`src/rtl/lab2_pkg.sv`:
```
// Shared types and constants for the Lab 2 input conditioning stage.
package lab2_pkg;

    typedef enum logic [1:0] {
        MANUAL = 2'b00,
        AUTO   = 2'b01,
        STEP   = 2'b10
    } mode_e;

    localparam logic [1:0] MODE_RSVD = 2'b11;

    // Packed operand triple, ordered {a,b,c}.
    typedef logic [2:0] abc_t;

endpackage

```
`src/rtl/lab2_debounce.sv`:
```
// One-bit 2-flop synchronizer followed by a stability counter; the output only
// follows the input after it has held a new value for DEBOUNCE_CYCLES cycles.
module lab2_debounce
    import lab2_pkg::*;
#(
    parameter int DEBOUNCE_CYCLES = 1_000_000
) (
    input  logic clk,
    input  logic rst_n,
    input  logic d_raw,
    output logic d_stable
);

    localparam int CW = $clog2(DEBOUNCE_CYCLES);
    localparam logic [CW-1:0] CNT_LAST = CW'(DEBOUNCE_CYCLES - 1);

    logic          sync1;
    logic          sync2;
    logic [CW-1:0] cnt;

    // Synchronize, then count consecutive cycles the synced value differs from the stable one.
    always_ff @(posedge clk) begin
        if (!rst_n) begin
            sync1    <= 1'b0;
            sync2    <= 1'b0;
            cnt      <= '0;
            d_stable <= 1'b0;
        end else begin
            sync1 <= d_raw;
            sync2 <= sync1;
            if (sync2 == d_stable) begin
                cnt <= '0;
            end else if (cnt == CNT_LAST) begin
                d_stable <= sync2;
                cnt      <= '0;
            end else begin
                cnt <= cnt + 1'b1;
            end
        end
    end

endmodule

```
`src/rtl/lab2_input_stage.sv`:
```
// Input conditioning for the Lab 2 logic block: debounced switches, an
// auto-advancing pattern sweep and a button-stepped pattern, presented as
// registered a/b/c plus a one-cycle update strobe.
//
// state  | meaning
// MANUAL | a/b/c follow the debounced switches, pattern held at 0
// AUTO   | pattern advances every STEP_CYCLES cycles
// STEP   | pattern advances on each debounced button press
module lab2_input_stage
    import lab2_pkg::*;
#(
    parameter int DEBOUNCE_CYCLES = 1_000_000,
    parameter int STEP_CYCLES     = 50_000_000
) (
    input  logic       clk,
    input  logic       rst_n,
    input  logic [2:0] sw,
    input  logic       btn_step,
    input  logic [1:0] mode,
    output logic       a,
    output logic       b,
    output logic       c,
    output logic       abc_upd,
    output logic [2:0] pattern
);

    localparam int TW = $clog2(STEP_CYCLES);
    localparam logic [TW-1:0] TIMER_LAST = TW'(STEP_CYCLES - 1);

    abc_t          sw_stable;
    logic          btn_stable;
    logic          btn_q;
    logic          step_pulse;
    logic [1:0]    mode_s1;
    logic [1:0]    mode_s2;
    mode_e         state;
    mode_e         next_state;
    abc_t          pattern_q;
    logic [TW-1:0] timer;
    abc_t          abc_q;
    abc_t          abc_next;

    lab2_debounce #(.DEBOUNCE_CYCLES(DEBOUNCE_CYCLES)) u_db_a (
        .clk(clk), .rst_n(rst_n), .d_raw(sw[2]), .d_stable(sw_stable[2])
    );
    lab2_debounce #(.DEBOUNCE_CYCLES(DEBOUNCE_CYCLES)) u_db_b (
        .clk(clk), .rst_n(rst_n), .d_raw(sw[1]), .d_stable(sw_stable[1])
    );
    lab2_debounce #(.DEBOUNCE_CYCLES(DEBOUNCE_CYCLES)) u_db_c (
        .clk(clk), .rst_n(rst_n), .d_raw(sw[0]), .d_stable(sw_stable[0])
    );
    lab2_debounce #(.DEBOUNCE_CYCLES(DEBOUNCE_CYCLES)) u_db_btn (
        .clk(clk), .rst_n(rst_n), .d_raw(btn_step), .d_stable(btn_stable)
    );

    // Mode is only synchronized; it is a slow configuration input, not a bouncing contact.
    always_ff @(posedge clk) begin
        if (!rst_n) begin
            mode_s1 <= 2'b00;
            mode_s2 <= 2'b00;
        end else begin
            mode_s1 <= mode;
            mode_s2 <= mode_s1;
        end
    end

    // Remember the previous debounced button level for rising-edge detection.
    always_ff @(posedge clk) begin
        if (!rst_n) begin
            btn_q <= 1'b0;
        end else begin
            btn_q <= btn_stable;
        end
    end

    assign step_pulse = btn_stable & ~btn_q;

    // Decode the synchronized mode; the reserved code behaves as MANUAL.
    always_comb begin
        next_state = MANUAL;
        case (mode_s2)
            2'b01:     next_state = AUTO;
            2'b10:     next_state = STEP;
            MODE_RSVD: next_state = MANUAL;
            default:   next_state = MANUAL;
        endcase
    end

    // Mode FSM with timer and pattern counter; a mode change outranks any advance.
    always_ff @(posedge clk) begin
        if (!rst_n) begin
            state     <= MANUAL;
            pattern_q <= '0;
            timer     <= '0;
        end else if (next_state != state) begin
            state     <= next_state;
            pattern_q <= '0;
            timer     <= '0;
        end else begin
            case (state)
                AUTO: begin
                    if (timer == TIMER_LAST) begin
                        timer     <= '0;
                        pattern_q <= pattern_q + 1'b1;
                    end else begin
                        timer <= timer + 1'b1;
                    end
                end
                STEP: begin
                    timer <= '0;
                    if (step_pulse) begin
                        pattern_q <= pattern_q + 1'b1;
                    end
                end
                default: begin
                    timer     <= '0;
                    pattern_q <= '0;
                end
            endcase
        end
    end

    assign abc_next = (state == MANUAL) ? sw_stable : pattern_q;

    // Output register; the strobe fires whenever the registered triple changes.
    always_ff @(posedge clk) begin
        if (!rst_n) begin
            abc_q   <= '0;
            abc_upd <= 1'b0;
        end else begin
            abc_q   <= abc_next;
            abc_upd <= (abc_next != abc_q);
        end
    end

    assign a       = abc_q[2];
    assign b       = abc_q[1];
    assign c       = abc_q[0];
    assign pattern = pattern_q;

endmodule

```
`config.mk`:
```
export PLATFORM = sky130hd
export DESIGN_NAME = lab2_input_stage
export DESIGN_NICKNAME = d
export VERILOG_FILES = /design/src/rtl/lab2_pkg.sv /design/src/rtl/lab2_debounce.sv /design/src/rtl/lab2_input_stage.sv
export SDC_FILE = /design/constraint.sdc
export NUM_CORES = 1
export LEC_CHECK = 0
export ABC_CLOCK_PERIOD_IN_PS = 1800
export BUFFER_PORTS_ARGS = -buffer_cell sky130_fd_sc_hd__buf_2
export CAP_MARGIN = 5
export CORE_MARGIN = 4
export CORE_UTILIZATION = 45
export DETAILED_ROUTE_END_ITERATION = 10
export GPL_TIMING_DRIVEN = 0
export RECOVER_POWER = 25
export SETUP_SLACK_MARGIN = 0.02
export SLEW_MARGIN = 20
export SYNTH_ARGS = -nofsm -noshare
export SYNTH_HDL_FRONTEND = slang
export SYNTH_SLANG_ARGS = --single-unit
```
`constraint.sdc`:
```
create_clock -name clk -period 1.8 [get_ports clk]
set_input_delay 0.18 -clock clk [delete_from_list [all_inputs] [get_ports clk]]
set_output_delay 0.18 -clock clk [all_outputs]
set_load 0.02 [all_outputs]
```
* After elaboration in Yosys (flattened, before gate mapping)
Cells that the tools add are included.
** Operators by class
- Bitwise gates (word level) :: 8
- Multipliers :: 0
- Reduce and logical (&&, ||, !) cells :: 12
- Eq/ne operators :: 17
- Shifts and indexed selects :: 0
- Multiplexer cells :: 5
- Add/sub/neg operators :: 6
- Div/mod/pow operators :: 0
- Order comparisons :: 0
** Operators with widths (number)
- $add 20x1->20 const B :: 4
- $eq 20x20->1 const B :: 4
- $add 26x1->26 const B :: 1
- $eq 26x26->1 const B :: 1
- $reduce_or 3->1 :: 4
- $reduce_and 2->1 :: 5
- $mux 3 :: 3
- $not 1->1 :: 7
- $pmux 3 s2 :: 1
- $eq 1x1->1 :: 4
- $eq 2x1->1 const B :: 2
- $eq 2x2->1 const B :: 2
- $ne 2x2->1 const B :: 2
- $pmux 2 s2 :: 1
- $reduce_or 4->1 :: 1
- $add 3x1->3 const B :: 1
- $ne 3x3->1 :: 1
- $logic_not 2->1 :: 1
- $ne 2x2->1 :: 1
- $reduce_or 2->1 :: 1
- $and 1x1->1 :: 1
** Word-level totals
- Memory bits (read-only) :: 0
- Flip-flop bits (word level) :: 132
- Latch bits :: 0
- Memory bits (writable) :: 0
- Memories :: 0
- Logic and storage cells :: 72

* Logic depth before layout (Yosys ltp)
Gate-level depths: netlist of the first run.
- Depth after elaboration :: 4
- Gate-level depth with buffers :: 8
- Depth with buffers taken out :: 6

* By module
Synthesis of the first run repeated with hierarchy kept, for this count alone.
** Unflattened totals
- Cell total of the unflattened synthesis :: 648
- Area, all modules :: 5761.8 um^2
** Modules (own cells, without submodules)
- lab2_debounce :: area each 988.4 um^2, times used 4, sequential area each 460.4 um^2, cells an instance 112
- lab2_input_stage :: area each 1808.0 um^2, times used 1, sequential area each 800.8 um^2, cells an instance 200

* Worst setup path after synthesis of the first run
No wires, ideal clock.
- Kind :: reg-to-reg
- Start :: reg u_db_c.cnt[0]
- End :: reg u_db_c.cnt[12]
- Path slack :: 0.116 ns
- Buffers on the path :: 2
- Library setup time :: 0.064 ns
- Arrival :: 1.620 ns
- Cell stages (with the launch flop) :: 9
- Period minus slack after synthesis :: 1.684 ns
- Cell sequence :: dfxtp_1 ha_1 and2_1 and2_1 and4_1 or2_1 buf_6 buf_6 nor2_1
** On the way
- Cells in the longest elaborated chain, start to end :: 2
- Elaborated cells on any way between the ends :: 3
- Those cells by class :: add/sub (1); eq/ne (1); reduce/logical (1)
** RTL lines
- start, declared :: RTL line lab2_debounce.sv:19 : logic [CW-1:0] cnt;
- start signal, assigned :: RTL line lab2_debounce.sv:37 : cnt <= cnt + 1'b1;
- parallel branches: the longest is 2 deep, another holds $add 20x1->20
Parallel ways; which one is timed is not known.
A chain may end at the register's enable or synchronous reset.

* Worst setup path after layout of the first run
- Start :: reg u_db_btn.cnt[12]
- End :: reg u_db_btn.d_stable
** On the way
- Cells in the longest elaborated chain, start to end :: 2
** RTL lines
- start, declared :: RTL line lab2_debounce.sv:19
- start signal, assigned :: RTL line lab2_debounce.sv:37
- $eq 20x20->1 :: RTL line lab2_debounce.sv:33 : end else if (cnt == CNT_LAST) begin
- $reduce_and 2->1 (no line)
- end signal, assigned :: RTL line lab2_debounce.sv:34 : d_stable <= sync2;
- end, declared :: RTL line lab2_debounce.sv:11 : output logic d_stable
No other way between the ends.

==> summary.log, run 1 <==
[hold_path] depth of the worst hold-timing path 3
[cts] CTS H-tree depth 4
[grt] largest net degree at the start of global routing 20
[setup_path] library cell contributing the largest single delay on the critical path or4_4
[cts] CTS clock-pin slew for the worst setup and hold paths 50 ps
[setup_path] minimum setup slack among reg-to-reg paths 70 ps
[cells_and_area] Area growth, synth to finish 20.98%
[routing] drt first pass iters 5
[hold_path] worst hold path startpoint rst_n
[logic_synthesis] share of synthesized area spent on multiplexers 1.245%
[floorplanning] die span in y 119.8 µm
[cts] Clock Root Buffer clkbuf_16
[pwr] Gate power share 1.6%
[run] Max-Cap Viols 0
[grt] global routing usage summed across all routing layers 15.82%
[sta] final-report setup violation count 0
[cells_and_area] count of antenna diodes in the layout 0
[setup_path] critical path type reg -> reg
[placed_design] instance area at placement 5909 µm²
[sta] final hold slack 60.68 ps
[logic_synthesis] warnings from Yosys 0
[cells_and_area] fill count 1123
[setup_path] CP endpoint kind flop
[hold_path] Worst Hold Endpoint u_db_b.cnt[2]
[cells_and_area] final instance count without filler cells 838
[logic_synthesis] main combinational cell family by area after synthesis simple AND/OR/NAND/NOR gates
[cts] Skew-Pair Late Insertion Delay 410 ps
[routing] number of violations reported at the end of detailed-routing iteration 0 165
[sta] Clock Skew 9.250 ps
[floorplanning] core outline area 12110 µm²
[logic_synthesis] Synth Net Count 632
[logic_synthesis] Post-synth EDFFs 0
[pwr] total power density per cell area 916.9 nW/µm²
[grt] antenna violations before repair 0
[placed_design] placed wire-length estimate 7253 µm
[logic_synthesis] Mean Syn Cell Area 9.153 µm²
[setup_path] Max FO, Critical Path 5
[routing] number of nets with antenna violations after detailed routing 0
[setup_path] startpoint kind of the worst setup timing path flop
[sta] maximum achievable frequency 576.6 MHz
[floorplanning] num rows 40
[sta] final period utilization 96.35%
[cells_and_area] leading cell types in the layout, fill and taps excluded dfxtp_1 (130), nor2_1 (116), xor2_1 (77)
[logic_synthesis] gate count after technology mapping 615
[floorplanning] number of primary I/O pins 15
[placed_design] weighted congestion reported at the end of routability-driven placement 0.7701
[setup_path] Largest delay share family, worst path simple AND/OR/NAND/NOR gates
[cells_and_area] number of nets in the layout 674
[setup_path] count of buffering cells on the critical path with inverters included 1
[status] result of the run complete, no violations
[setup_path] crit path DAT 2040 ps
[logic_synthesis] XOR/XNOR share of the synthesized area 15.87%
[sta] slew at the pin closest to its max-slew limit 475.8 ps
[pwr] clock network fraction of design power 51.1%
[setup_path] reg-to-reg endpoint u_db_btn.d_stable
[grt] number of global-route vias before repair 4031
[cells_and_area] final core area utilization 56.23%
[pwr] leakage 0.002408 µW
[setup_path] critical path, cell by cell or4_4 -> nor4_4 -> nand3_2 -> buf_4 -> mux2i_1 -> nor2b_1
[sta] count of final max-slew check failures 0
[cells_and_area] most common cell after layout, fill and taps aside dfxtp_1
[cts] number of clock sinks seen by CTS 132
[logic_synthesis] adder and majority cell fraction of the synthesized area 2.000%
[logic_synthesis] simple-gate share of the synthesized area 30.12%
[cells_and_area] post-route cell area 6810 µm²
[hold_path] class of the most critical hold timing path in -> reg
[cells_and_area] fraction of final layout cells with drive strength greater than 1 13.28%
[routing] total routed wirelength 10530 µm
[sta] Min Clock Period, post-route 1734 ps
[floorplanning] DIE AREA 14360 µm²
[routing] Vias per Instance 4.953
[grt] grt total ovfl 0
[cts] TritonCTS clock tree built
[logic_synthesis] Post-Synthesis Cell Area 5629 µm²
[pwr] sequential fraction of design power 47.3%
[setup_path] maximum cell stage delay along the critical path 550 ps
[setup_path] data required time of the worst path 2110 ps
[pwr] switching share of power 19.46%
[floorplanning] Starting Density 46.48%
[routing] post-route DRC violation count 0
[cts] CTS Buf Count 17
[placed_design] total of buffers placed on input and output ports 14
[setup_path] Register-to-Register Path Depth 6
[pwr] switching power summed over all nets 1215 µW
[sta] RSZ-0062 raised after global routing yes
[routing] via count 4151
[logic_synthesis] register bit total from synthesis 132
[logic_synthesis] share of synthesized area occupied by flip-flops and latches 46.94%
[sta] final hold vios 0
[logic_synthesis] flip-flop cell with the highest count after synthesis dfxtp_1
[floorplanning] die boundary width 119.8 µm
[setup_path] start of the worst register-to-register path u_db_btn.cnt[12]
[sta] Max-Slew Margin vs Limit 68.28%
[logic_synthesis] number of distinct standard cells referenced by the synthesized netlist 43
[logic_synthesis] Compound-Gate Fraction of Synth Area 1.511%
[pwr] Power, Total 6244 µW
[grt] first-pass GRT wire length 18400 µm
[pwr] internal power component 5029 µW
[cts] Max Root-Sink Buffers 2
[placed_design] number of instances in the placed design 797
[logic_synthesis] proportion of register bits with asynchronous set or reset after synthesis 0%
[routing] WL/cell 12.57 µm
[pwr] worst-case vdd ir drop 589.1 µV
flip-flops by register name (all words and copies together) (netlist names), 2 cells and up:
signal        cells
timer            26
u_db_a.cnt       20
u_db_b.cnt       20
u_db_btn.cnt     20
u_db_c.cnt       20
abc_q             3
pattern           3
mode_s1           2
mode_s2           2
state             2
metal layers:
| layer | track usage [%] | vias up | wire (µm) |
|---|---|---|---|
| li1 | - | 2149 | - |
| met1 | 20.21 | 1955 | 5084 |
| met2 | 25.00 | 27 | 4973 |
| met3 | 4.477 | 20 | 260 |
| met4 | 6.872 | 0 | 214 |
| met5 | 0 | - | 0 |
layout make-up:
cell class                      count  area (µm²)  area share [%]
Inverter                           11       41.29          0.6063
Clock buffer                       28       506.7           7.441
Tap cell                          168       210.2           3.087
Timing Repair Buffer               25       175.2           2.572
Clock inverter                      4       45.04          0.6614
Buffer                             13       88.84           1.304
Sequential cell                   132        2645           38.84
Multi-Input combinational cell    457        3098           45.49
cell usage after synthesis (3+ instances only):
cell type / n / share of area [%]
nand2b_1: 3 / 0.33
nand4b_1: 3 / 0.47
buf_4: 3 / 0.40
xnor2_1: 25 / 3.9
nand3_1: 47 / 4.2
buf_2: 5 / 0.44
or2_2: 4 / 0.44
nor4b_1: 3 / 0.47
mux2i_1: 7 / 1.2
xor2_1: 77 / 12
nor3_1: 5 / 0.44
nor4_1: 9 / 1.0
nor2b_1: 10 / 1.1
a21oi_1: 6 / 0.53
dfxtp_1: 132 / 47
nor2_1: 118 / 7.9
clkbuf_1: 5 / 0.33
and3_1: 18 / 2.0
nand4_1: 21 / 2.3
nand2_1: 38 / 2.5
ha_1: 9 / 2.0
and4_1: 9 / 1.4
inv_1: 11 / 0.73
and2_1: 21 / 2.3
worst max-delay path by stage:
stage,start,end,cells after the start
after global routing,u_db_btn.cnt[12],u_db_btn.d_stable,6
final,u_db_btn.cnt[12],u_db_btn.d_stable,6
after global placement,timer[0],timer[14],6
after detailed placement,timer[0],timer[14],6
after CTS,mode_s2[1],timer[7],6
after floorplan,u_db_c.cnt[0],u_db_c.cnt[12],8
worst min-delay path: cells and delay by family:
family / cells / cell delay (ps)
simple gates: 2 / 130
buf+inv: 1 / 110
per-stage QoR:
step | setup TNS, ps | setup slack [ps]
floorplan | 0 | 115.7
global placement | -2431 | -130.9
detailed placement | -3343 | -173.3
CTS | 0 | 21.30
global route | -12.57 | -12.57
finish | 0 | 65.69
logic make-up (layout without fill, tap and decap cells):
family | count (synthesis) | after routing
buf+inv | 26 | 81
compound gates | 13 | 13
simple gates | 326 | 326
xor+xnor | 102 | 102
flops | 132 | 132
mux | 7 | 7
fa+ha+maj | 9 | 9
power by group through the flow:
stage / registers [µW] / clock network (µW) / logic, µW
after CTS: 2950 / 3280 / 95.4
after global placement: 3010 / 0 / 83.5
after detailed placement: 3010 / 0 / 85.4
after global routing: 2950 / 3410 / 114
after floorplan: 3010 / 0 / 58.5
final: 2950 / 3190 / 101
repair_timing:
| action | 4_1_cts | 5_1_grt |
|---|---|---|
| setup buffers | 2 | 2 |
| gates cloned | 0 | 1 |
| hold endpoints to repair | 6 | 0 |
| resized for setup | 16 | 36 |
| pin swaps | 2 | 8 |
| hold buffers | 6 | 0 |
| setup endpoints to repair | 83 | 95 |
Power figures use the tool's default switching activity.
==> inputs of run 2 (changes only) <==
--- a/config.mk
+++ b/config.mk
@@ -17,4 +17,5 @@
 export SLEW_MARGIN = 20
 export SYNTH_ARGS = -nofsm -noshare
 export SYNTH_HDL_FRONTEND = slang
+export SYNTH_HIERARCHICAL = 1
 export SYNTH_SLANG_ARGS = --single-unit
==> summary.log, run 2 <==
[floorplanning] core outline area 12570 µm²
[grt] first-pass GRT wire length 21000 µm
[setup_path] data required time of the worst path 2150 ps
[sta] final period utilization 107.0%
[setup_path] critical path type reg -> reg
[grt] global routing usage summed across all routing layers 17.63%
[routing] Post-Route M1 WL 5599 µm
[hold_path] class of the most critical hold timing path in -> reg
[setup_path] crit path DAT 2270 ps
[grt] number of global-route vias before repair 4676
[cts] Max Root-Sink Buffers 2
[setup_path] count of buffering cells on the critical path with inverters included 0
[routing] Detail Route met2 WL 6184 µm
[grt] grt total ovfl 0
[cells_and_area] number of nets in the layout 752
[pwr] clock network fraction of design power 52.1%
[pwr] sequential fraction of design power 45.9%
[setup_path] minimum setup slack among reg-to-reg paths -130 ps
[setup_path] library cell contributing the largest single delay on the critical path or4b_4
[placed_design] weighted congestion reported at the end of routability-driven placement 0.7985
[logic_synthesis] number of distinct standard cells referenced by the synthesized netlist 42
[sta] final hold slack 303.3 ps
[pwr] internal power component 5085 µW
[cells_and_area] count of antenna diodes in the layout 0
[logic_synthesis] main area contributors after synthesis dfxtp_1 (46%), xnor2_1 (8.2%), nor2_1 (5.6%)
[floorplanning] die span in y 121.2 µm
[cells_and_area] area of the multi-input gates 3284 µm²
[pwr] Power, Total 6401 µW
[logic_synthesis] proportion of register bits with asynchronous set or reset after synthesis 0%
[logic_synthesis] gate count after technology mapping 648
[logic_synthesis] top post-synthesis cells by count dfxtp_1 (132), nor2_1 (86), xnor2_1 (54)
[routing] WL/cell 13.36 µm
[placed_design] total of buffers placed on input and output ports 14
[logic_synthesis] Synth Net Count 665
[sta] Max-Slew Margin vs Limit 63.31%
[cts] number of clock sinks seen by CTS 132
[cells_and_area] most common cell after layout, fill and taps aside dfxtp_1
[logic_synthesis] flip-flop cell with the highest count after synthesis dfxtp_1
[cells_and_area] leading cell types in the layout, fill and taps excluded dfxtp_1 (92), nor2_1 (86), xnor2_1 (54)
[cts] CTS clock-pin slew for the worst setup and hold paths 60 ps
[routing] via count 4731
[cells_and_area] Register Area 2715 µm²
[routing] number of violations reported at the end of detailed-routing iteration 0 196
[floorplanning] Starting Density 45.84%
[placed_design] placed wire-length estimate 7607 µm
[routing] Vias per Instance 5.142
[logic_synthesis] share of synthesized area occupied by flip-flops and latches 45.86%
[logic_synthesis] Mean Syn Cell Area 8.892 µm²
[floorplanning] number of primary I/O pins 15
[routing] routed length on met3 353 µm
[pwr] total power density per cell area 843.1 nW/µm²
[routing] drt first pass iters 4
[setup_path] Max FO, Critical Path 6
[logic_synthesis] Post-Synthesis Cell Area 5762 µm²
[cts] TritonCTS clock tree built
[sta] RSZ-0062 raised after global routing yes
[status] result of the run finished, violations left
[cells_and_area] post-route cell area 7592 µm²
[sta] final-report setup violation count 10
[sta] count of final max-slew check failures 0
[run] Max-Cap Viols 0
[sta] total negative slack -493.4 ps
[routing] total routed wirelength 12300 µm
[floorplanning] num rows 41
[logic_synthesis] area share of the largest cell type after synthesis 45.86%
[cells_and_area] number of flip-flops under the largest register name 26
[cells_and_area] fill count 1059
[routing] number of nets with antenna violations after detailed routing 0
[status] violated checks negative setup slack
[routing] post-route DRC violation count 0
[cells_and_area] fraction of final layout cells with drive strength greater than 1 30.08%
[sta] slew at the pin closest to its max-slew limit 545.3 ps
[pwr] worst-case vdd ir drop 594.0 µV
[logic_synthesis] most frequently used cell type in the post-synthesis netlist dfxtp_1
[setup_path] CP endpoint kind flop
[setup_path] maximum cell stage delay along the critical path 550 ps
[setup_path] Largest delay share family, worst path simple AND/OR/NAND/NOR gates
[cts] CTS H-tree depth 4
[cts] CTS Buf Count 17
[logic_synthesis] Post-synth EDFFs 0
[pwr] leakage 0.002394 µW
[placed_design] instance area at placement 6138 µm²
[routing] top layer reached by signal wires met4
[sta] Min Clock Period, post-route 1925 ps
[pwr] switching share of power 20.57%
[cells_and_area] final instance count without filler cells 920
[cts] Skew-Pair Late Insertion Delay 410 ps
[grt] antenna violations before repair 0
[logic_synthesis] library cell with the largest summed area after synthesis dfxtp_1
[logic_synthesis] warnings from Yosys 6
[pwr] Gate power share 2.0%
[grt] largest net degree at the start of global routing 24
[sta] maximum achievable frequency 519.4 MHz
[setup_path] startpoint kind of the worst setup timing path flop
[placed_design] number of instances in the placed design 834
[sta] fin worst setup slack -125.5 ps
[cells_and_area] Top reg by flops timer
[floorplanning] DIE AREA 14680 µm²
[sta] final hold vios 0
[logic_synthesis] register bit total from synthesis 132
[sta] Clock Skew 5.772 ps
[setup_path] critical path, cell by cell or4b_4 -> a2111oi_4 -> a21oi_2 -> or3b_1 -> a21oi_1
[floorplanning] die boundary width 121.2 µm
[cts] Clock Root Buffer clkbuf_16
[cells_and_area] Area growth, synth to finish 31.77%
[pwr] switching power summed over all nets 1317 µW
==> run 2: power groups by stage <==
stage	registers [µW]	clock network [µW]	logic, µW
4_1_cts	2940	3420	110
2_1_floorplan	3010	0	51.1
3_5_place_dp	3010	0	83.2
5_1_grt	2940	3570	139
3_3_place_gp	3010	0	82.0
6_report	2940	3340	126
==> run 2: cell families after synthesis <==
logic type	Yosys count	share of synthesized area, %
AO/OA/AOI/OAI	78	8.665
XOR/XNOR	75	11.40
flip-flops	132	45.86
adder cells (fa/ha/maj)	9	1.954
buffers and inverters	52	3.605
multiplexers	3	0.5212
AND/OR/NAND/NOR	299	27.99
==> run 2: worst paths after layout <==
check,from,endpoint,cells past startpoint
setup reg to reg,timer[8],pattern[0],5
hold / removal,rst_n,u_db_btn/d_stable,2
hold reg to reg,mode_s1[0],mode_s2[0],1
setup / recovery,timer[8],pattern[0],5
==> run 2: metrics by stage <==
stage               utilization [%]  worst slack [ps]
floorplan                         -            -42.62
global placement              48.84            -349.0
detailed placement            48.84            -382.0
CTS                           58.19            -117.5
global route                  60.41            -202.6
finish                        60.41            -125.5
==> run 2: repair_timing <==
action,in CTS,in global routing
pin swaps,38,24
gates resized for setup,74,72
gates cloned,0,1
endpoints found under the setup margin,97,85
buffers inserted,40,14
hold buffers,6,0
hold endpoints to repair,6,0
==> run 2: layer usage <==
| metal | up-vias | GRT usage [%] |
|---|---|---|
| met5 | - | 0 |
| met4 | 0 | 5.742 |
| met3 | 15 | 5.828 |
| met2 | 43 | 30.25 |
| met1 | 2245 | 20.80 |
| li1 | 2428 | - |
==> run 2: cell type report <==
type / instances / share of cell area, %
clock buffer: 19 / 5.966
sequential: 132 / 35.76
buffer: 10 / 1.088
multi-input combinational: 464 / 43.26
tap: 172 / 2.835
timing repair buffer: 75 / 7.597
inverter: 35 / 1.730
clock inverter: 13 / 1.763
==> inputs of run 3 (changes only) <==
--- a/config.mk
+++ b/config.mk
@@ -6,11 +6,11 @@
 export NUM_CORES = 1
 export LEC_CHECK = 0
 export ABC_CLOCK_PERIOD_IN_PS = 1800
-export BUFFER_PORTS_ARGS = -buffer_cell sky130_fd_sc_hd__buf_2
 export CAP_MARGIN = 5
-export CORE_MARGIN = 4
+export CORE_ASPECT_RATIO = 0.9
 export CORE_UTILIZATION = 45
 export DETAILED_ROUTE_END_ITERATION = 10
+export DONT_BUFFER_PORTS = 1
 export GPL_TIMING_DRIVEN = 0
 export RECOVER_POWER = 25
 export SETUP_SLACK_MARGIN = 0.02
==> summary.log, run 3 (synthesis results as in run 2) <==
[status] result of the run finished, violations left
[status] violated checks negative hold slack, negative setup slack
[cts] CTS clock-pin slew for the worst setup and hold paths 60 ps
[grt] first-pass GRT wire length 20820 µm
[floorplanning] num rows 38
[grt] largest net degree at the start of global routing 24
[grt] antenna violations before repair 0
[setup_path] data required time of the worst path 2130 ps
[pwr] leakage 0.002370 µW
[sta] maximum achievable frequency 520.7 MHz
[sta] final period utilization 106.7%
[floorplanning] die boundary width 121.3 µm
[floorplanning] core outline area 12270 µm²
[routing] number of nets with antenna violations after detailed routing 0
[sta] slew at the pin closest to its max-slew limit 421.9 ps
[cells_and_area] final instance count without filler cells 899
[cells_and_area] Top reg by flops timer
[grt] grt total ovfl 0
[placed_design] number of instances in the placed design 808
[sta] final-report setup violation count 6
[routing] post-route DRC violation count 0
[placed_design] total of buffers placed on input and output ports 0
[cts] CTS H-tree depth 4
[sta] Max-Slew Margin vs Limit 71.88%
[setup_path] CP endpoint kind flop
[cts] Max Root-Sink Buffers 2
[pwr] total power density per cell area 904.6 nW/µm²
[setup_path] critical path type reg -> reg
[sta] final hold vios 8
[hold_path] class of the most critical hold timing path in -> reg
[cts] Skew-Pair Late Insertion Delay 410 ps
[sta] RSZ-0062 raised after global routing yes
[placed_design] weighted congestion reported at the end of routability-driven placement 0.8097
[routing] number of violations reported at the end of detailed-routing iteration 0 250
[cells_and_area] number of flip-flops under the largest register name 26
[routing] WL/cell 13.79 µm
[setup_path] critical path, cell by cell or4_4 -> a2111oi_4 -> a21oi_2 -> or4_1 -> o31ai_1
[setup_path] startpoint kind of the worst setup timing path flop
[cts] Clock Root Buffer clkbuf_16
[floorplanning] die span in y 109.4 µm
[cells_and_area] fraction of final layout cells with drive strength greater than 1 25.17%
[cts] TritonCTS clock tree built
[routing] total routed wirelength 12400 µm
[cts] hold-fix buffer count after cts 18
[placed_design] placed wire-length estimate 7700 µm
[cts] CTS Buf Count 17
[grt] number of global-route vias before repair 4503
[cells_and_area] number of nets in the layout 743
[routing] drt first pass iters 7
[sta] count of final max-slew check failures 0
[setup_path] crit path DAT 2250 ps
[setup_path] Max FO, Critical Path 5
[run] Max-Cap Viols 0
[cells_and_area] count of antenna diodes in the layout 0
[cells_and_area] Area growth, synth to finish 30.86%
[cts] number of clock sinks seen by CTS 132
[sta] fin worst setup slack -120.4 ps
[cells_and_area] most common cell after layout, fill and taps aside dfxtp_1
[cells_and_area] final core area utilization 61.46%
[setup_path] maximum cell stage delay along the critical path 550 ps
[floorplanning] Starting Density 46.97%
[grt] global routing usage summed across all routing layers 19.86%
[cells_and_area] leading cell types in the layout, fill and taps excluded dfxtp_1 (96), nor2_1 (85), xnor2_1 (54)
[sta] Min Clock Period, post-route 1920 ps
[sta] final hold slack -72.53 ps
[routing] Vias per Instance 5.280
[routing] via count 4747
[pwr] worst-case vdd ir drop 645.6 µV
[floorplanning] number of primary I/O pins 15
[sta] Clock Skew 6.259 ps
[setup_path] library cell contributing the largest single delay on the critical path or4_4
[floorplanning] DIE AREA 13260 µm²
run 3: cell types whose count changed in the layout (fill, tap and decap cells not counted), sizes merged:
cell	previous run	this run
clkinvlp	6	0
clkinv	5	7
bufinv	2	5
clkbuf	23	25
buf	75	53
dlygate4sd3	6	18
run 3: metrics by stage:
step / hold WS (ps) / TNS [ps] / setup slack, ps / total power (µW) / instance area [µm²]
2_1_floorplan: 301.7 / -62.51 / -42.62 / 3065 / 5853
3_3_place_gp: 309.5 / -16290 / -302.6 / 3080 / 6053
3_5_place_dp: 310.5 / -19440 / -378.1 / 3083 / 6053
4_1_cts: -101.2 / -631.9 / -119.9 / 6903 / 7463
5_1_grt: -98.40 / -1430 / -190.6 / 7052 / 7540
6_report: -72.53 / -350.8 / -120.4 / 6820 / 7540
run 3: layout make-up:
| cell class | count | area (µm²) |
|---|---|---|
| fillers | 1021 | 4727 |
| multi-input cells | 464 | 3233 |
| flip-flops and latches | 132 | 2708 |
| repair buffers | 69 | 570.5 |
| clock buffers | 20 | 446.7 |
| clock inverters | 12 | 203.9 |
| well taps | 160 | 200.2 |
| inverters | 35 | 131.4 |
| plain buffers | 7 | 46.29 |
run 3: critical path: cells and delay by family, from the launching register on:
| kind | cells | cell delay, ps |
|---|---|---|
| and+or+nand+nor | 2 | 960 |
| AOI/OAI and AO/OA | 3 | 560 |
| DFF | 1 | 320 |
run 3: layer usage:
metal	part of all wire [%]	up-vias	global-route usage (%)
met5	0	-	0
li1	-	2424	-
met4	1.5	0	8.730
met3	2.9	17	4.512
met1	48	2256	25.03
met2	48	50	32.65
run 3: timing repair:
item / CTS / global route
endpoints found under the setup margin: 97 / 75
gates cloned: 0 / 0
hold endpoints to repair: 22 / 8
buffers inserted: 45 / 6
pin swaps: 37 / 24
gates resized for setup: 79 / 40
run 3: worst paths after layout:
| check | from | end | slack [ps] | cells after the start |
|---|---|---|---|---|
| setup / recovery | timer[16] | pattern[2] | -120 | 5 |
| hold / removal | rst_n | u_db_btn/d_stable | -70 | 1 |
| setup reg to reg | timer[16] | pattern[2] | -120 | 5 |
| hold reg to reg | mode_s1[1] | mode_s2[1] | 440 | 1 |
run 3: power by group:
part	leakage [µW]	switching [µW]	total, µW	internal [µW]
logic	0.000966	53.1	113	60.2
clock network	0.000318	1270	3770	2500
registers	0.00109	12.4	2940	2930
total	0.00237	1330	6820	5490
